$ cat src/rtl/alu_result_queue.sv
// alu_result_queue: in-order FIFO between the ALU result port and writeback.
// Ports: clk_i, rst_ni, flush_i; alu_* push side (valid/ready, trans_id,
//   result, branch_res); wb_* pop side (valid/ready, trans_id, result,
//   branch_res); count_o reports occupied entries.
module alu_result_queue #(
    parameter int unsigned DEPTH         = 4,
    parameter int unsigned XLEN          = 64,
    parameter int unsigned TRANS_ID_BITS = 3
) (
    input  logic                       clk_i,
    input  logic                       rst_ni,
    input  logic                       flush_i,
    input  logic                       alu_valid_i,
    output logic                       alu_ready_o,
    input  logic [TRANS_ID_BITS-1:0]   alu_trans_id_i,
    input  logic [XLEN-1:0]            alu_result_i,
    input  logic                       alu_branch_res_i,
    output logic                       wb_valid_o,
    input  logic                       wb_ready_i,
    output logic [TRANS_ID_BITS-1:0]   wb_trans_id_o,
    output logic [XLEN-1:0]            wb_result_o,
    output logic                       wb_branch_res_o,
    output logic [$clog2(DEPTH+1)-1:0] count_o
);

    localparam int unsigned PTR_W = $clog2(DEPTH);
    localparam int unsigned CNT_W = $clog2(DEPTH+1);
    localparam logic [CNT_W-1:0] FULL_CNT = CNT_W'(DEPTH);

    logic [PTR_W-1:0]         r_wr_ptr;
    logic [PTR_W-1:0]         r_rd_ptr;
    logic [CNT_W-1:0]         r_count;

    logic [XLEN-1:0]          r_res_mem [DEPTH];
    logic [TRANS_ID_BITS-1:0] r_id_mem  [DEPTH];
    logic                     r_br_mem  [DEPTH];

    logic w_ready;
    logic w_valid;
    logic w_push;
    logic w_pop;

    // Both flags come from registered occupancy only, so there is no
    // combinational path from wb_ready_i to alu_ready_o.
    assign w_ready = (r_count != FULL_CNT);
    assign w_valid = (r_count != '0);
    assign w_push  = alu_valid_i & w_ready;
    assign w_pop   = w_valid & wb_ready_i;

    always_ff @(posedge clk_i or negedge rst_ni) begin
        if (!rst_ni) begin
            r_wr_ptr <= '0;
            r_rd_ptr <= '0;
            r_count  <= '0;
        end else if (flush_i) begin
            r_wr_ptr <= '0;
            r_rd_ptr <= '0;
            r_count  <= '0;
        end else begin
            if (w_push) begin
                r_wr_ptr <= r_wr_ptr + PTR_W'(1);
            end
            if (w_pop) begin
                r_rd_ptr <= r_rd_ptr + PTR_W'(1);
            end
            unique case ({w_push, w_pop})
                2'b10:   r_count <= r_count + CNT_W'(1);
                2'b01:   r_count <= r_count - CNT_W'(1);
                default: r_count <= r_count;
            endcase
        end
    end

    // Entry storage carries no reset; a flushed push never writes.
    always_ff @(posedge clk_i) begin
        if (w_push && !flush_i) begin
            r_res_mem[r_wr_ptr] <= alu_result_i;
            r_id_mem[r_wr_ptr]  <= alu_trans_id_i;
            r_br_mem[r_wr_ptr]  <= alu_branch_res_i;
        end
    end

    // Data is masked while empty so unreset storage never leaks out.
    always_comb begin
        wb_trans_id_o   = '0;
        wb_result_o     = '0;
        wb_branch_res_o = 1'b0;
        if (w_valid) begin
            wb_trans_id_o   = r_id_mem[r_rd_ptr];
            wb_result_o     = r_res_mem[r_rd_ptr];
            wb_branch_res_o = r_br_mem[r_rd_ptr];
        end
    end

    assign alu_ready_o = w_ready;
    assign wb_valid_o  = w_valid;
    assign count_o     = r_count;

endmodule

$ cat config.mk
export PLATFORM = sky130hd
export DESIGN_NAME = alu_result_queue
export DESIGN_NICKNAME = d
export VERILOG_FILES = /design/src/rtl/alu_result_queue.sv
export SDC_FILE = /design/constraint.sdc
export NUM_CORES = 1
export LEC_CHECK = 0
export ABC_AREA = 1
export BUFFER_PORTS_ARGS = -buffer_cell sky130_fd_sc_hd__buf_2
export CAP_MARGIN = 20
export CORE_MARGIN = 1.5
export CORE_UTILIZATION = 40
export DETAILED_ROUTE_END_ITERATION = 16
export GPL_ROUTABILITY_DRIVEN = 0
export GPL_TIMING_DRIVEN = 0
export PLACE_DENSITY = 0.58
export SETUP_SLACK_MARGIN = 0.3
export SYNTH_ARGS = -nofsm -noshare
export SYNTH_HDL_FRONTEND = slang
export SYNTH_SLANG_ARGS = --single-unit
$ cat constraint.sdc
create_clock -name clk_i -period 4.8 [get_ports clk_i]
set_input_delay 0.96 -clock clk_i [delete_from_list [all_inputs] [get_ports clk_i]]
set_output_delay 0.96 -clock clk_i [all_outputs]
set_load 0.01 [all_outputs]
==> load_flow_metrics.sql <==
INSERT INTO impl_metrics (metric_group, metric, value, unit) VALUES
('place', 'post-place-cells', '1364', ''),
('worst_setup_path', 'crit_type', 'flip-flop to output pin', ''),
('job', 'drv.max_cap_violation_count', '0', ''),
('die', 'start_util', '0.4091', ''),
('clock_tree', 'cts_sinks', '279', ''),
('die', 'core_region_area', '27030', 'sq um'),
('power', 'p_switching', '2.312', 'mW'),
('timing', 'final.setup_skew', '0.009550', 'ns'),
('worst_setup_path', 'crit_required', '3.84', 'ns'),
('place', 'post-place-ws', '1.405', 'ns'),
('timing', 'report.final.hold_viol_count', '0', ''),
('timing', 'final_min_period_over_clock_period', '0.6886', ''),
('worst_setup_path', 'crit_path_start_kind', 'flip-flop', ''),
('power', 'max-vdd-ir-drop', '0.0003067', 'V'),
('power', 'power.share.switching', '0.3266', ''),
('worst_setup_path', 'endpoint_kind_of_the_worst_setup_timing_path', 'output pin', ''),
('power', 'power_frac_clock', '0.293', ''),
('detailed_routing', 'wl_per_cell', '18.06', 'microns'),
('synth', 'net_count_after_synthesis', '947', ''),
('detailed_routing', 'vias_per_cell', '4.985', ''),
('die', 'design.portCount', '146', ''),
('clock_tree', 'cts_tree', 'yes', ''),
('global_routing', 'first_global_vias', '6841', ''),
('clock_tree', 'tritoncts.num_buffers', '29', ''),
('timing', 'timing_max_transition_violations_final', '0', ''),
('detailed_routing', 'number_of_antenna_violating_nets_in_the_routed_design', '0', ''),
('timing', 'headroom_to_the_max_slew_limit', '0.3703', ''),
('timing', 'layout_setup_ws', '1.495', 'ns'),
('layout', 'num-nets-final', '1132', ''),
('timing', 'final_setup_vio_count', '0', ''),
('place', 'detailed_place_hpwl', '15840', 'microns'),
('detailed_routing', 'detail_route.drc_violations', '0', ''),
('die', 'std_cell_rows', '60', ''),
('timing', 'period_minus_slack', '3.305', 'ns'),
('power', 'share_seq_of_total_power', '0.405', ''),
('power', 'p_int', '4.768', 'mW'),
('clock_tree', 'clk_pin_slew_worst_paths', '0.06', 'ns'),
('timing', 'maxClockFrequency', '302.5', 'MHz'),
('detailed_routing', 'drtPass1Iterations', '4', ''),
('detailed_routing', 'vias', '7074', ''),
('worst_setup_path', 'critPathArrivalTime', '2.35', 'ns'),
('synth', 'synth-seq-area-share', '0.7546', ''),
('clock_tree', 'clock_tree.buffer_depth', '3', ''),
('layout', 'synthToLayoutAreaGrowth', '20.80', '%'),
('synth', 'netlist_instances', '869', ''),
('worst_setup_path', 'critical_path_fanout_max', '10', ''),
('synth', 'synth-seq-cells', '279', ''),
('die', 'die_height', '169.3', 'microns'),
('synth', 'synth_unique_cells', '23', ''),
('detailed_routing', 'initialDrtViolationCount', '414', ''),
('global_routing', 'grt.overflow.total', '0', ''),
('place', 'place.port_buffers', '145', ''),
('clock_tree', 'cts.htree.levels', '1', ''),
('synth', 'synth.yosys.warnings', '0', ''),
('timing', 'worst_pin_slew', '0.9424', 'ns'),
('layout', 'final-instance-count-excl-fill', '1419', ''),
('global_routing', 'wire_length_of_the_first_global_routing_pass', '38580', 'microns'),
('worst_setup_path', 'crit_slowest_cell', 'sky130_fd_sc_hd__clkbuf_1', ''),
('global_routing', 'pin_count_of_the_biggest_net_entering_global_routing', '27', ''),
('die', 'die_width', '169.3', 'microns'),
('detailed_routing', 'wl', '25620', 'microns'),
('worst_setup_path', 'slowest_delay', '0.45', 'ns'),
('power', 'power_density', '530.1', 'nW/um^2'),
('layout', 'final_layout_size_suffix_gt1_frac', '0.2149', ''),
('power', 'power_frac_comb', '0.302', ''),
('timing', 'hold_ws', '0.2473', 'ns'),
('run_status', 'run_status', 'complete, no violations', ''),
('hold_path', 'worst_hold_path_type', 'input port to async pin', ''),
('power', 'total_leakage_power', '4.860', 'nW'),
('clock_tree', 'cts.repair_timing.setup_buffer_count', '0', ''),
('worst_setup_path', 'path_buf_inv', '4', ''),
('worst_setup_path', 'timing.critical_path.cells', 'inv_2 > buf_4 > clkbuf_1 > o21ai_0 > a21oi_1 > buf_2', ''),
('die', 'total_die_area', '28650', 'sq um'),
('global_routing', 'antenna_found_initial', '7', ''),
('clock_tree', 'root_buffer', 'sky130_fd_sc_hd__clkbuf_16', ''),
('clock_tree', 'ctsResizeCount', '0', ''),
('synth', 'cell_area_after_synthesis', '11060', 'sq um'),
('clock_tree', 'postCtsHoldBufs', '0', ''),
('clock_tree', 'worst_skew_pair.late_latency', '0.54', 'ns'),
('worst_setup_path', 'timing.critical_path.max_delay_family', 'buffers and inverters', ''),
('synth', 'avgSynthCellArea', '12.72', 'sq um'),
('timing', 'rsz0062_at_grt', 'no', ''),
('global_routing', 'grt_usage', '0.1784', '');
power groups by stage:
stage | Sequential (mW) | Combinational, mW | Clock (mW)
after global placement | 2.94 | 2.13 | 0
after floorplan | 2.93 | 1.24 | 0
after CTS | 2.87 | 2.19 | 2.12
final | 2.87 | 2.14 | 2.08
after global routing | 2.88 | 2.38 | 2.22
after detailed placement | 2.92 | 2.18 | 0
logic make-up (layout without fill, tap and decap cells):
| family | count (synthesis) | after routing | synth area share |
|---|---|---|---|
| compound gates | 210 | 210 | 0.09539 |
| xor+xnor | 2 | 2 | 0.001585 |
| fa+ha+maj | 5 | 5 | 0.006337 |
| buf+inv | 69 | 275 | 0.03644 |
| flops | 279 | 279 | 0.7546 |
| other cells | 0 | 3 | 0 |
| simple gates | 304 | 304 | 0.1057 |
per-layer routing:
layer / global-route usage / part of all wire / vias to the layer above
met1: 0.2332 / 0.44 / 3395
met5: 0 / 0.0018 / -
li1: - / - / 3459
met4: 0.05040 / 0.024 / 8
met2: 0.3018 / 0.48 / 158
met3: 0.03731 / 0.052 / 54
worst reg2reg max path, cell delays in order, from the launching register on:
cell	delay, ns
sky130_fd_sc_hd__dfrtp_1	0.47
sky130_fd_sc_hd__nor2_4	0.08
sky130_fd_sc_hd__a21oi_2	0.23
sky130_fd_sc_hd__nand2_1	0.27
sky130_fd_sc_hd__nor2_4	0.76
sky130_fd_sc_hd__buf_12	0.30
sky130_fd_sc_hd__buf_16	0.20
per-stage QoR:
stage	util	area (sq um)	power, mW	TNS, ns
6_report	0.4942	13360	7.080	0
5_1_grt	0.4941	13350	7.475	0
4_1_cts	0.4939	13350	7.178	0
3_5_place_dp	0.4609	12460	5.094	0
3_3_place_gp	0.4518	12210	5.075	-686.52
2_1_floorplan	-	11060	4.169	0
synthesized netlist by cell type:
cell,n,area (sq um)
sky130_fd_sc_hd__nor2_1,278,1044
sky130_fd_sc_hd__edfxtp_1,272,8168
sky130_fd_sc_hd__o21ai_0,126,630.6
sky130_fd_sc_hd__a21oi_1,70,350.3
sky130_fd_sc_hd__clkbuf_1,22,82.58
sky130_fd_sc_hd__buf_6,15,168.9
sky130_fd_sc_hd__nand2_1,14,52.55
sky130_fd_sc_hd__o21ai_1,13,65.06
sky130_fd_sc_hd__inv_1,12,45.04
sky130_fd_sc_hd__buf_2,7,35.03
sky130_fd_sc_hd__dfrtp_1,7,175.2
sky130_fd_sc_hd__buf_4,6,45.04
sky130_fd_sc_hd__nand3_1,6,30.03
sky130_fd_sc_hd__buf_1,4,15.01
sky130_fd_sc_hd__ha_1,4,50.05
sky130_fd_sc_hd__inv_2,3,11.26
sky130_fd_sc_hd__nand4_1,3,18.77
sky130_fd_sc_hd__nand2_2,2,12.51
sky130_fd_sc_hd__a21oi_2,1,8.760
sky130_fd_sc_hd__fa_1,1,20.02
sky130_fd_sc_hd__nor2_4,1,11.26
sky130_fd_sc_hd__xnor2_1,1,8.760
sky130_fd_sc_hd__xor2_1,1,8.760
flip-flops by register name, indices dropped and copies added, names as in the netlist:
register / count
count_o: 3
r_rd_ptr: 2
r_id_mem: 12
r_br_mem: 4
r_wr_ptr: 2
r_res_mem: 256
path summary, 6_finish.rpt:
path                                       start          endpoint  slack, ns  cells after the start
max in group asynchronous                 rst_ni        count_o[2]       4.39                      1
min in group clk_i              alu_result_i[52]  r_res_mem[1][52]       0.63                      1
worst min-delay path                      rst_ni        count_o[0]       0.25                      1
worst max-delay path                 r_rd_ptr[0]    wb_result_o[1]       1.49                      6
worst min register to register       r_wr_ptr[1]       r_wr_ptr[1]       0.64                      2
worst max register to register        count_o[0]  r_res_mem[2][34]       2.19                      6
final cells by class:
cell class                 instances  area (sq um)
fill                            2376         13670
sequential                       279          8343
multi-input combinational        521          2341
timing repair buffer             154         943.4
clock buffer                      42         845.8
tap                              341         426.7
buffer                            54         346.6
inverter                          15         56.30
clock inverter                    10         46.29
antenna                            3         7.507
layout by cell type (no fill, tap or decap), types with 12 or more instances in the layout:
| cell | instances |
|---|---|
| sky130_fd_sc_hd__nand2_1 | 14 |
| sky130_fd_sc_hd__edfxtp_1 | 272 |
| sky130_fd_sc_hd__buf_2 | 152 |
| sky130_fd_sc_hd__nor2_1 | 274 |
| sky130_fd_sc_hd__inv_1 | 12 |
| sky130_fd_sc_hd__o21ai_0 | 126 |
| sky130_fd_sc_hd__a21oi_1 | 70 |
| sky130_fd_sc_hd__clkbuf_16 | 30 |
| sky130_fd_sc_hd__clkbuf_1 | 29 |
| sky130_fd_sc_hd__buf_6 | 15 |
| sky130_fd_sc_hd__o21ai_1 | 13 |
No activity file was read; power rests on OpenSTA's default activity.
